==> config.mk <==
export PLATFORM = sky130hd
export DESIGN_NAME = tank_sprite_pipe_flat
export DESIGN_NICKNAME = d
export VERILOG_FILES = /design/src/rtl/tank_sprite_if.sv /design/src/rtl/tank_sprite_pipe.sv /design/src/flat_wrapper.sv
export SDC_FILE = /design/constraint.sdc
export NUM_CORES = 1
export LEC_CHECK = 0
export BUFFER_PORTS_ARGS = -buffer_cell sky130_fd_sc_hd__buf_4
export CAP_MARGIN = 20
export CORE_ASPECT_RATIO = 0.7
export CORE_MARGIN = 1.5
export CORE_UTILIZATION = 33
export DETAILED_ROUTE_END_ITERATION = 10
export PLACE_DENSITY = 0.49
export SETUP_SLACK_MARGIN = 0.1
export SLEW_MARGIN = 20
export SYNTH_ARGS = -nofsm -noshare
export SYNTH_HDL_FRONTEND = slang
export SYNTH_SLANG_ARGS = --single-unit
==> constraint.sdc <==
create_clock -name i_clk -period 12.73 [get_ports i_clk]
set_clock_uncertainty 0.15 [all_clocks]
set_input_delay 1.273 -clock i_clk [delete_from_list [all_inputs] [get_ports i_clk]]
set_output_delay 1.273 -clock i_clk [all_outputs]
set_load 0.01 [all_outputs]
==> src/rtl/tank_sprite_if.sv <==
// Pixel stream, tank state and rendered output for the tank sprite pipeline.
// The renderer takes the slave side; the video front end drives the master side.
interface tank_sprite_if #(parameter int NUM_TANKS = 2);
  logic                     i_valid;
  logic [5:0]               i_game_x, i_game_y;
  logic [3:0]               i_grid_x, i_grid_y;
  logic [23:0]              i_bg_rgb;
  logic                     i_frame_start;
  logic [6*NUM_TANKS-1:0]   i_tank_x, i_tank_y;
  logic [2*NUM_TANKS-1:0]   i_tank_dir;
  logic [NUM_TANKS-1:0]     i_tank_alive, i_tank_moving, i_tank_hit;
  logic                     o_valid;
  logic [23:0]              o_rgb;
  logic [NUM_TANKS-1:0]     o_tank_hit_px;

  modport master (
    output i_valid, i_game_x, i_game_y, i_grid_x, i_grid_y, i_bg_rgb, i_frame_start,
           i_tank_x, i_tank_y, i_tank_dir, i_tank_alive, i_tank_moving, i_tank_hit,
    input  o_valid, o_rgb, o_tank_hit_px
  );
  modport slave (
    input  i_valid, i_game_x, i_game_y, i_grid_x, i_grid_y, i_bg_rgb, i_frame_start,
           i_tank_x, i_tank_y, i_tank_dir, i_tank_alive, i_tank_moving, i_tank_hit,
    output o_valid, o_rgb, o_tank_hit_px
  );
endinterface

==> src/rtl/tank_sprite_pipe.sv <==
// Pipelined multi-tank sprite renderer: window/rotate (S1), label ROM (S2), palette + priority (S3).
// Sprite ROM and palette contents are generated from the address so the block is self-contained.
module tank_sprite_lane #(
  parameter int CELL = 10, SPAN = 5, LABEL_W = 2,
  parameter int ANIM_FRAMES = 2, ANIM_PERIOD = 8, FLASH_FRAMES = 60
) (
  input  logic               clk,
  input  logic               rst,
  input  logic               frame_start,
  input  logic [5:0]         game_x, game_y,
  input  logic [3:0]         grid_x, grid_y,
  input  logic [5:0]         tank_x, tank_y,
  input  logic [1:0]         dir,
  input  logic               alive, moving, hit,
  output logic               win_s2,
  output logic [LABEL_W-1:0] label_s2,
  output logic               flash_s2
);
  localparam int S  = SPAN * CELL;
  localparam int H  = (SPAN - 1) / 2;
  localparam int LW = $clog2(S);
  localparam int AW = $clog2(ANIM_FRAMES * S * S);
  localparam int FW = (ANIM_FRAMES > 1) ? $clog2(ANIM_FRAMES) : 1;
  localparam int PW = (ANIM_PERIOD > 1) ? $clog2(ANIM_PERIOD) : 1;
  localparam int CW = $clog2(FLASH_FRAMES + 1);

  logic [PW-1:0] per_cnt;
  logic [FW-1:0] frame;
  logic [CW-1:0] flash_cnt;
  logic [7:0]    dx, dy;
  logic [LW-1:0] lx, ly, row, col;
  logic [AW-1:0] addr, addr_s1;
  logic          win_s1, flash_s1;

  function automatic logic [LABEL_W-1:0] rom_label(input logic [AW-1:0] a);
    logic [1:0] t;
    t = a[1:0] ^ a[3:2] ^ {1'b0, ^a[AW-1:4]} ^ 2'b01;
    return LABEL_W'(t);
  endfunction

  always_ff @(posedge clk or posedge rst) begin
    if (rst) begin
      per_cnt   <= '0;
      frame     <= '0;
      flash_cnt <= '0;
    end else begin
      if (frame_start && moving) begin
        if (per_cnt == PW'(ANIM_PERIOD - 1)) begin
          per_cnt <= '0;
          frame   <= (frame == FW'(ANIM_FRAMES - 1)) ? '0 : frame + FW'(1);
        end else begin
          per_cnt <= per_cnt + PW'(1);
        end
      end
      if (hit)                               flash_cnt <= CW'(FLASH_FRAMES);
      else if (frame_start && flash_cnt != 0) flash_cnt <= flash_cnt - CW'(1);
    end
  end

  // Unsigned 8-bit offsets: anything left/above the window wraps to >= 128 and fails the compare.
  assign dx = {2'b0, game_x} - {2'b0, tank_x} + 8'(H);
  assign dy = {2'b0, game_y} - {2'b0, tank_y} + 8'(H);
  assign lx = LW'(16'(dx) * 16'(CELL) + 16'(grid_x));
  assign ly = LW'(16'(dy) * 16'(CELL) + 16'(grid_y));

  always_comb begin
    row = ly;
    col = lx;
    case (dir)
      2'd1: begin row = LW'(S - 1) - ly; col = LW'(S - 1) - lx; end
      2'd2: begin row = lx;              col = LW'(S - 1) - ly; end
      2'd3: begin row = LW'(S - 1) - lx; col = ly;              end
      default: ;
    endcase
  end

  assign addr = AW'(frame) * AW'(S * S) + AW'(row) * AW'(S) + AW'(col);

  always_ff @(posedge clk or posedge rst) begin
    if (rst) begin
      win_s1   <= 1'b0;
      addr_s1  <= '0;
      flash_s1 <= 1'b0;
      win_s2   <= 1'b0;
      label_s2 <= '0;
      flash_s2 <= 1'b0;
    end else begin
      win_s1   <= alive && (dx < 8'(SPAN)) && (dy < 8'(SPAN));
      addr_s1  <= addr;
      flash_s1 <= (flash_cnt != 0) && flash_cnt[2];
      win_s2   <= win_s1;
      label_s2 <= rom_label(addr_s1);
      flash_s2 <= flash_s1;
    end
  end
endmodule

module tank_sprite_pipe #(
  parameter int NUM_TANKS = 2, CELL = 10, SPAN = 5, LABEL_W = 2,
  parameter int ANIM_FRAMES = 2, ANIM_PERIOD = 8, FLASH_FRAMES = 60
) (
  input  logic          i_clk,
  input  logic          i_rst,
  tank_sprite_if.slave  bus
);
  localparam int STAGES = 3;

  logic [STAGES:1]                      vld_pipe;
  logic [23:0]                          bg_s1, bg_s2, rgb, rgb_nxt;
  logic [NUM_TANKS-1:0]                 win_s2, flash_s2, own, own_nxt;
  logic [NUM_TANKS-1:0][LABEL_W-1:0]    label_s2;

  function automatic logic [23:0] pal_color(input int idx);
    return {8'(idx), ~8'(idx), 8'h5A};
  endfunction

  for (genvar k = 0; k < NUM_TANKS; k++) begin : g_lane
    tank_sprite_lane #(
      .CELL(CELL), .SPAN(SPAN), .LABEL_W(LABEL_W),
      .ANIM_FRAMES(ANIM_FRAMES), .ANIM_PERIOD(ANIM_PERIOD), .FLASH_FRAMES(FLASH_FRAMES)
    ) u_lane (
      .clk(i_clk), .rst(i_rst), .frame_start(bus.i_frame_start),
      .game_x(bus.i_game_x), .game_y(bus.i_game_y),
      .grid_x(bus.i_grid_x), .grid_y(bus.i_grid_y),
      .tank_x(bus.i_tank_x[6*k +: 6]), .tank_y(bus.i_tank_y[6*k +: 6]),
      .dir(bus.i_tank_dir[2*k +: 2]),
      .alive(bus.i_tank_alive[k]), .moving(bus.i_tank_moving[k]), .hit(bus.i_tank_hit[k]),
      .win_s2(win_s2[k]), .label_s2(label_s2[k]), .flash_s2(flash_s2[k])
    );
  end

  // Lowest-index opaque tank wins; flash recolours only the winner's pixel.
  always_comb begin
    logic found;
    found   = 1'b0;
    rgb_nxt = bg_s2;
    own_nxt = '0;
    for (int k = 0; k < NUM_TANKS; k++) begin
      if (!found && win_s2[k] && label_s2[k] != '0) begin
        found      = 1'b1;
        own_nxt[k] = 1'b1;
        rgb_nxt    = flash_s2[k] ? 24'hFFFFFF
                                 : pal_color(k * (1 << LABEL_W) + int'(label_s2[k]));
      end
    end
  end

  always_ff @(posedge i_clk or posedge i_rst) begin
    if (i_rst) begin
      vld_pipe <= '0;
      bg_s1    <= '0;
      bg_s2    <= '0;
      rgb      <= '0;
      own      <= '0;
    end else begin
      vld_pipe <= {vld_pipe[STAGES-1:1], bus.i_valid};
      bg_s1    <= bus.i_bg_rgb;
      bg_s2    <= bg_s1;
      rgb      <= rgb_nxt;
      own      <= own_nxt;
    end
  end

  assign bus.o_valid       = vld_pipe[STAGES];
  assign bus.o_rgb         = rgb;
  assign bus.o_tank_hit_px = own;
endmodule

==> src/flat_wrapper.sv <==
// flat-port wrapper written by rule: the top's interface ports become plain ports
module tank_sprite_pipe_flat 
#(
  parameter int NUM_TANKS = 2, CELL = 10, SPAN = 5, LABEL_W = 2,
  parameter int ANIM_FRAMES = 2, ANIM_PERIOD = 8, FLASH_FRAMES = 60
)
  (i_clk, i_rst, bus_i_valid, bus_i_game_x, bus_i_game_y, bus_i_grid_x, bus_i_grid_y, bus_i_bg_rgb, bus_i_frame_start, bus_i_tank_x, bus_i_tank_y, bus_i_tank_dir, bus_i_tank_alive, bus_i_tank_moving, bus_i_tank_hit, bus_o_valid, bus_o_rgb, bus_o_tank_hit_px);
  tank_sprite_if #(.NUM_TANKS(NUM_TANKS)) bus_i ();
  input  logic i_clk;
  input  logic i_rst;
  input wire logic [$bits(bus_i.i_valid)-1:0] bus_i_valid;
  input wire logic [$bits(bus_i.i_game_x)-1:0] bus_i_game_x;
  input wire logic [$bits(bus_i.i_game_y)-1:0] bus_i_game_y;
  input wire logic [$bits(bus_i.i_grid_x)-1:0] bus_i_grid_x;
  input wire logic [$bits(bus_i.i_grid_y)-1:0] bus_i_grid_y;
  input wire logic [$bits(bus_i.i_bg_rgb)-1:0] bus_i_bg_rgb;
  input wire logic [$bits(bus_i.i_frame_start)-1:0] bus_i_frame_start;
  input wire logic [$bits(bus_i.i_tank_x)-1:0] bus_i_tank_x;
  input wire logic [$bits(bus_i.i_tank_y)-1:0] bus_i_tank_y;
  input wire logic [$bits(bus_i.i_tank_dir)-1:0] bus_i_tank_dir;
  input wire logic [$bits(bus_i.i_tank_alive)-1:0] bus_i_tank_alive;
  input wire logic [$bits(bus_i.i_tank_moving)-1:0] bus_i_tank_moving;
  input wire logic [$bits(bus_i.i_tank_hit)-1:0] bus_i_tank_hit;
  output wire logic [$bits(bus_i.o_valid)-1:0] bus_o_valid;
  output wire logic [$bits(bus_i.o_rgb)-1:0] bus_o_rgb;
  output wire logic [$bits(bus_i.o_tank_hit_px)-1:0] bus_o_tank_hit_px;
  assign bus_i.i_valid = bus_i_valid;
  assign bus_i.i_game_x = bus_i_game_x;
  assign bus_i.i_game_y = bus_i_game_y;
  assign bus_i.i_grid_x = bus_i_grid_x;
  assign bus_i.i_grid_y = bus_i_grid_y;
  assign bus_i.i_bg_rgb = bus_i_bg_rgb;
  assign bus_i.i_frame_start = bus_i_frame_start;
  assign bus_i.i_tank_x = bus_i_tank_x;
  assign bus_i.i_tank_y = bus_i_tank_y;
  assign bus_i.i_tank_dir = bus_i_tank_dir;
  assign bus_i.i_tank_alive = bus_i_tank_alive;
  assign bus_i.i_tank_moving = bus_i_tank_moving;
  assign bus_i.i_tank_hit = bus_i_tank_hit;
  assign bus_o_valid = bus_i.o_valid;
  assign bus_o_rgb = bus_i.o_rgb;
  assign bus_o_tank_hit_px = bus_i.o_tank_hit_px;
  tank_sprite_pipe #(.NUM_TANKS(NUM_TANKS), .CELL(CELL), .SPAN(SPAN), .LABEL_W(LABEL_W), .ANIM_FRAMES(ANIM_FRAMES), .ANIM_PERIOD(ANIM_PERIOD), .FLASH_FRAMES(FLASH_FRAMES)) u_core (.i_clk(i_clk), .i_rst(i_rst), .bus(bus_i));
endmodule
==> qor.yml, run 1 <==
status:
  outcome: "finished clean"
synth:
  ys_ff_latch: 135
  synth_edf_count: 0
  netlist_area_um2: 9359
  synthTopCellsByCount: "ha_1 (145), dfrtp_1 (135), inv_1 (81), xnor2_1 (73), a21oi_1 (71)"
  avgSynthCellArea_um2: 10.27
  yosysTopAreaCellShare_pct: 36.10
  ys.flop_type: "dfrtp_1"
  synthesis.instances: 911
  synthArstFlopShare_pct: 100.0
  synth.most_common_cell: "ha_1"
  ys_types: 62
  synth_nets: 1152
  synth_area_leaders: "dfrtp_1 (36%), ha_1 (19%), xnor2_1 (6.8%)"
  yosysTopAreaCell: "dfrtp_1"
  ys_seq_area_share_pct: 36.10
  yosys_warnings: 0
timing:
  fin_setup_tns_ns: 0
  hold_viol_final: 0
  finalMaxSlewViolations: 0
  rsz0062_at_grt: "false"
  max_freq_ghz: 0.1305
  timing.final.crit_period_ns: 7.665
  worst_slew_margin_rel_pct: 42.61
  period_share_pct: 60.21
  worst_pin_slew_ns: 0.8609
  setup_viol: 0
place:
  io_buffers: 108
  placed_cell_area_um2: 10590
  place.gp.congestion: 0.7796
  post-dp-hpwl_um: 15430
grt:
  track_usage_pct: 13.77
  grt_antenna_before_repair: 1
  grt_max_degree: 71
  grt-ovfl-total: 0
  grt_pass1_vias: 6375
  grt_pass1_wl_um: 32240
setup_path:
  crit_slowest_cell: "xnor2_1"
  r2r_cells: 13
  crit_path_start_kind: "input pin"
  max_stage_delay_ns: 0.51
  rrSetupSlack_ns: 9.66
  crit_type: "input pin to flop"
  end_kind: "flop"
  path_common_cell: "ha_1"
  worstPathRequired_ns: 12.90
  endpoint: "u_core.g_lane[0].u_lane.addr_s1[12]"
  cp.arrival_ns: 7.84
  cp-startpoint: "bus_i_game_y[0]"
  crit-reg2reg-launch: "u_core.g_lane[0].u_lane.frame"
  r2r_end: "u_core.g_lane[0].u_lane.addr_s1[12]"
  cp_max_fo: 8
detailed_routing:
  drt_iter0_drc: 283
  met3WireLength_um: 760
  drc: 0
  vias: 6550
  routedWlPerCell_um: 13.64
  top_layer: "met5"
  drtPass1Iterations: 5
  met1Wirelength_um: 10620
  antenna_left: 0
  met2_length_um: 7637
  drt_wl_total_um: 19230
  vias_per_cell: 4.645
layout:
  num_antenna_cells: 0
  final_area_um2: 11230
  syn2layout_area_growth_pct: 20.01
  fin_nets: 1268
  drive_gt1_share_pct: 16.07
clock_tree:
  clk_pin_slew_worst_paths_ns: 0.05
  cts_root_buf: "clkbuf_16"
  htree_levels: 4
  cts_made_buffers: 17
  ctsResizeCount: 0
  cts_hold_buf: 0
  cts_tree: "built"
  cts_sinks: 135
  post_cts_buffers: 0
  clock_path_buffers: 2
  insertion_delay_ns: 0.41
die:
  ios: 109
  fp-row-count: 51
  core_area_um2: 27820
  dieHeight_um: 143.9
  start_util_pct: 33.64
  die_width_um: 204.3
  die-area_um2: 29400
min_path:
  hold_depth: 0
  hp-class: "flop to flop"
job:
  maxCapViolCount: 0
critical path, delay by kind of cell:
family | cells | cell delay, ns
xor+xnor | 4 | 1.05
buf+inv | 3 | 0.22
fa+ha+maj | 11 | 3.42
simple gates | 3 | 0.50
mux | 1 | 0.47
compound gates | 4 | 0.88
layer usage:
layer  up-vias  global-route usage (%)
li1       3395                       -
met1      3015                   20.99
met2       123                   19.75
met3        15                   2.268
met4         2                   3.831
met5         -                       0
kinds of logic after synthesis:
group / count (synthesis) / share of synthesized area [%]
AO/OA/AOI/OAI: 177 / 11.79
multiplexers: 24 / 4.118
XOR/XNOR: 103 / 10.08
AND/OR/NAND/NOR: 216 / 11.44
adder cells (fa/ha/maj): 159 / 22.38
buffers and inverters: 97 / 4.091
flip-flops: 135 / 36.10
worst min path at each step:
| stage | from | to |
|---|---|---|
| 2_1_floorplan | u_core.bg_s1[0] | u_core.bg_s2[0] |
| 3_3_place_gp | u_core.bg_s1[9] | u_core.bg_s2[9] |
| 3_5_place_dp | u_core.bg_s1[15] | u_core.bg_s2[15] |
| 4_1_cts | u_core.bg_s1[19] | u_core.bg_s2[19] |
| 5_1_grt | u_core.bg_s1[19] | u_core.bg_s2[19] |
| 6_report | u_core.bg_s1[13] | u_core.bg_s2[13] |
through the flow:
stage / hold WS, ns / setup slack, ns / instances / utilization, %
CTS: 0.1947 / 5.075 / 1410 / 40.37
detailed placement: 0.1847 / 4.665 / 1379 / 38.06
floorplan: 0.1812 / 5.405 / 911 / -
global route: 0.2010 / 4.503 / 1410 / 40.37
global placement: 0.1815 / 4.800 / 1379 / 38.06
finish: 0.1942 / 5.065 / 1410 / 40.37
placed cells by master, fill, tap and decap left out, drive strengths merged, types with 18 or more instances in the layout:
master  instances
nand2          52
nand3          20
dfrtp         135
clkbuf         24
xnor2          73
a21oi          71
inv            81
o21ai          26
xor2           27
a21o           18
ha            145
buf           111
nor2           55
state kept, by name, indices dropped and copies added, names as in the netlist:
name / cells
u_core.g_lane.u_lane.frame: 2
u_core.g_lane.u_lane.flash_cnt: 12
u_core.g_lane.u_lane.flash_s1: 2
u_core.g_lane.u_lane.win_s1: 2
u_core.vld_pipe: 3
u_core.g_lane.u_lane.label_s2: 4
u_core.g_lane.u_lane.per_cnt: 6
u_core.bus.o_rgb: 24
u_core.g_lane.u_lane.addr_s1: 26
u_core.g_lane.u_lane.flash_s2: 2
u_core.bg_s1: 24
u_core.g_lane.u_lane.win_s2: 2
u_core.bus.o_tank_hit_px: 2
u_core.bg_s2: 24
cell type report:
type / count / area, um^2
fillers: 2737 / 16590
multi-input cells: 679 / 5598
flip-flops and latches: 135 / 3378
repair buffers: 111 / 833.3
clock buffers: 24 / 501.7
well taps: 371 / 464.2
inverters: 83 / 316.6
clock inverters: 7 / 140.1
Power of run 1 is not shown: default switching activity piles up to over one toggle a cycle in this logic, so the estimate is an artifact.
==> inputs of run 2 (changes only) <==
Settings changed: PLACE_DENSITY 0.49 to 0.51.
Clock period 12.73 ns to 6.4 ns, I/O delays scaled along.
==> qor.yml, run 2 (synthesis results as in run 1) <==
layout:
  largest_reg_flops: 26
  drive_gt1_share_pct: 28.62
  n_fill_cell: 2729
  fin_nets: 1360
  syn2layout_area_growth_pct: 32.50
  multi_input_area_um2: 6133
  layout_commonest_cell: "buf_4"
  largest_register: "u_core.g_lane.u_lane.addr_s1"
  final_cells: 1503
  seqCellArea_um2: 3378
  num_antenna_cells: 0
  final_cell_mix: "buf_4 (202), dfrtp_1 (135), ha_1 (116), inv_1 (77), xnor2_1 (66)"
setup_path:
  max_stage_delay_ns: 0.48
  cp.depth: 29
  end_kind: "flop"
  crit_type: "input pin to flop"
  crit_path_start_kind: "input pin"
  cp_max_fo: 3
  worstPathRequired_ns: 6.58
  cp.arrival_ns: 6.40
  r2r_cells: 13
  critPathTopFamily: "adder cells"
  path_common_cell: "ha_4"
  crit_slowest_cell: "mux4_2"
  critPathBufInv: 3
detailed_routing:
  drtPass1Iterations: 5
  vias_per_cell: 4.624
  drt_iter0_drc: 314
  drc: 0
  vias: 6950
  antenna_left: 0
  routedWlPerCell_um: 13.87
  drt_wl_total_um: 20850
place:
  post-place-ws_ns: -0.3668
  place.gp.congestion: 0.8079
  placed_cells: 1464
  post-dp-hpwl_um: 16940
  io_buffers: 108
die:
  die-area_um2: 29400
  dieHeight_um: 143.9
  core_area_um2: 27820
  fp-row-count: 51
  ios: 109
  die_width_um: 204.3
  start_util_pct: 33.64
clock_tree:
  cts_sinks: 135
  clock_path_buffers: 2
  cts_made_buffers: 17
  cts_tree: "built"
  htree_levels: 4
  clk_pin_slew_worst_paths_ns: 0.06
  cts_hold_buf: 0
  cts_root_buf: "clkbuf_16"
  insertion_delay_ns: 0.41
grt:
  grt_antenna_before_repair: 0
  grt_pass1_vias: 7006
  grt_max_degree: 73
  track_usage_pct: 14.84
  grt_pass1_wl_um: 34800
  grt-ovfl-total: 0
timing:
  hold_viol_final: 0
  setup_viol: 0
  period_share_pct: 97.17
  timing.final.crit_period_ns: 6.219
  setup_ws_ns: 0.1812
  worst_slew_margin_rel_pct: 38.77
  rsz0062_at_grt: "true"
  finalMaxSlewViolations: 0
  max_freq_ghz: 0.1608
  worst_pin_slew_ns: 0.8953
min_path:
  hp-class: "input pin to asynchronous set/reset pin"
status:
  outcome: "finished clean"
job:
  maxCapViolCount: 0
## run 2: cell types whose count changed in the layout (fill, tap and decap cells not counted), moves of 4 or more
cell,change
a21oi_1,-6
a21oi_2,+6
buf_4,+91
clkbuf_8,-5
fa_1,-4
fa_2,+4
ha_1,-29
ha_4,+26
o21ai_0,-4
xnor2_1,-7
xnor2_2,+7
xor2_1,-4
## run 2: path summary, 6_finish.rpt
kind,start,to,slack [ns]
max,bus_i_game_x[0],u_core.g_lane[1].u_lane.addr_s1[12],0.18
min,i_rst,u_core.g_lane[1].u_lane.addr_s1[9],0.15
max reg2reg,u_core.g_lane[0].u_lane.frame,u_core.g_lane[0].u_lane.addr_s1[12],3.36
min reg2reg,u_core.bg_s1[7],u_core.bg_s2[7],0.19
max in group asynchronous,i_rst,u_core.bg_s1[3],4.66
min in group i_clk,bus_i_bg_rgb[13],u_core.bg_s1[13],0.18
## run 2: layout make-up
class                           count  area share, %
Timing Repair Buffer              203          12.32
Sequential cell                   135          27.24
Inverter                           83          2.573
Clock inverter                     14          1.201
Multi-Input combinational cell    679          49.46
Tap cell                          371          3.743
Clock buffer                       18          3.461
## run 2: what timing repair did
| item | 4_1_cts | 5_1_grt |
|---|---|---|
| setup buffers | 1 | 6 |
| gates cloned | 0 | 0 |
| pin swaps | 1 | 39 |
| resized for setup | 0 | 44 |
| setup endpoints to repair | 2 | 11 |
## run 2: worst register-to-register path, cell delays in order (launching register included)
cell	delay, ns
dfrtp_1	0.51
inv_1	0.11
fa_1	0.47
inv_1	0.07
ha_1	0.16
inv_1	0.05
fa_1	0.40
nor2b_1	0.12
o21ai_0	0.11
a21boi_1	0.23
o21ai_1	0.13
a21oi_2	0.18
nand3_1	0.11
xnor2_1	0.14
## run 2: routing by layer
| metal | part of all wire, % | track usage, % | vias to the layer above | wire length [um] |
|---|---|---|---|---|
| met5 | 0 | 0 | - | 0 |
| met4 | 0.68 | 3.676 | 0 | 141 |
| met3 | 3.7 | 2.449 | 13 | 780 |
| met2 | 42 | 22.85 | 125 | 8769 |
| met1 | 54 | 21.55 | 3228 | 11160 |
| li1 | - | - | 3584 | - |
## run 2: stage by stage
stage               utilization [%]  cell area, um^2  setup TNS (ns)  hold slack (ns)
floorplan                         -             9605               0           0.1812
global placement              41.24            11470          -1.956           0.1816
detailed placement            41.24            11470          -2.658           0.1847
CTS                           43.35            12060               0           0.1656
global route                  44.57            12400        -0.01392           0.1603
finish                        44.57            12400               0           0.1466
Power of run 2 is left out for the same reason.
==> inputs of run 3 (changes only) <==
Settings changed: RECOVER_POWER set to 25, SLEW_MARGIN 20 to 15.
==> qor.yml, run 3 (synthesis results as in run 1) <==
clock_tree:
  cts_tree: "built"
  cts_hold_buf: 0
  cts_root_buf: "clkbuf_16"
  htree_levels: 4
  clk_pin_slew_worst_paths_ns: 0.06
  cts_sinks: 135
  clock_path_buffers: 2
  cts_made_buffers: 17
  insertion_delay_ns: 0.41
grt:
  grt_pass1_wl_um: 34800
  grt-ovfl-total: 0
  track_usage_pct: 14.84
  grt_antenna_before_repair: 0
  grt_pass1_vias: 7006
  grt_max_degree: 73
place:
  post-dp-hpwl_um: 16940
  placed_cell_area_um2: 11470
  io_buffers: 108
  place.gp.congestion: 0.8079
setup_path:
  r2r_cells: 13
  crit_slowest_cell: "mux4_2"
  end_kind: "flop"
  rrSetupSlack_ns: 3.36
  cp-startpoint: "bus_i_game_x[0]"
  max_stage_delay_ns: 0.48
  path_common_cell: "ha_4"
  crit_path_start_kind: "input pin"
  r2r_end: "u_core.g_lane[0].u_lane.addr_s1[12]"
  worstPathRequired_ns: 6.58
  crit_type: "input pin to flop"
  crit-reg2reg-launch: "u_core.g_lane[0].u_lane.frame"
  cp.arrival_ns: 6.40
  cp_max_fo: 3
layout:
  drive_gt1_share_pct: 28.62
  syn2layout_area_growth_pct: 32.46
  fin_nets: 1360
  final_cell_mix: "buf_4 (176), dfrtp_1 (135), ha_1 (116), inv_1 (77), xnor2_1 (66)"
  largest_register: "u_core.g_lane.u_lane.addr_s1"
  largest_reg_flops: 26
  final_area_um2: 12400
  num_antenna_cells: 0
  layout_commonest_cell: "buf_4"
timing:
  hold_viol_final: 0
  setup_viol: 0
  period_share_pct: 97.17
  worst_pin_slew_ns: 2.788
  rsz0062_at_grt: "true"
  timing.final.crit_period_ns: 6.219
  worst_slew_margin_rel_pct: -86.89
  finalMaxSlewViolations: 65
  max_freq_ghz: 0.1608
die:
  die-area_um2: 29400
  core_area_um2: 27820
  dieHeight_um: 143.9
  die_width_um: 204.3
  ios: 109
  start_util_pct: 33.64
  fp-row-count: 51
detailed_routing:
  drc: 0
  drt_wl_total_um: 20860
  drt_iter0_drc: 318
  drtPass1Iterations: 4
  antenna_left: 0
  routedWlPerCell_um: 13.88
  vias: 6953
  vias_per_cell: 4.626
min_path:
  hold_depth: 0
  hp-start: "u_core.bg_s1[7]"
  hold_end: "u_core.bg_s2[7]"
  hp-class: "flop to flop"
status:
  outcome: "finished, violations left"
  failed_checks: "capacitance limit, slew limit"
job:
  maxCapViolCount: 1
==> run 3: changes by cell type in the layout (fill, tap and decap cells not counted) <==
| cell | delta |
|---|---|
| buf_4 | -26 |
| clkbuf_4 | +26 |
| clkinvlp_2 | +1 |
| inv_6 | -1 |
==> run 3: how the worst max path moves through the flow <==
stage	end	cells past startpoint
after floorplan	u_core.g_lane[0].u_lane.addr_s1[10]	24
after global placement	u_core.g_lane[1].u_lane.addr_s1[12]	28
after detailed placement	u_core.g_lane[1].u_lane.addr_s1[12]	27
after CTS	u_core.g_lane[1].u_lane.addr_s1[12]	28
after global routing	u_core.g_lane[1].u_lane.addr_s1[12]	29
final	u_core.g_lane[1].u_lane.addr_s1[12]	29
==> run 3: repair_timing <==
item                       4_1_cts  5_1_grt
pin swaps                        1       39
resized for setup                0       44
setup endpoints to repair        2       11
buffers inserted                 1        6
==> run 3: layout make-up <==
type                            instances  area [um^2]
Clock buffer                           18        429.2
Clock inverter                         14        148.9
Fill cell                            2729        15420
Inverter                               83        315.3
Multi-Input combinational cell        679         6133
Sequential cell                       135         3378
Tap cell                              371        464.2
Timing Repair Buffer                  203         1528
==> run 3: metrics by stage <==
step	setup slack (ns)	setup TNS, ns	hold slack, ns	instances	util [%]
after floorplan	0.09995	0	0.1812	911	-
after global placement	-0.2882	-1.956	0.1816	1464	41.24
after detailed placement	-0.3668	-2.658	0.1847	1464	41.24
after CTS	0.1055	0	0.1656	1497	43.35
after global routing	-0.01247	-0.01392	0.1835	1503	44.56
final	0.1809	0	0.1869	1503	44.56
==> run 3: metal layers <==
layer,GRT usage [%],wire [um],up-vias
li1,-,-,3582
met1,21.55,11160,3219
met2,22.85,8808,141
met3,2.449,765,11
met4,3.676,126,0
met5,0,0,-
==> run 3: worst max-delay path, delay by kind of cell <==
family          cells  cell delay [ns]
mux                 1             0.48
simple gates        4             0.90
xor+xnor            5             0.80
compound gates      7             1.24
buf+inv             3             0.17
fa+ha+maj           9             2.15
Power of run 3 is left out for the same reason.
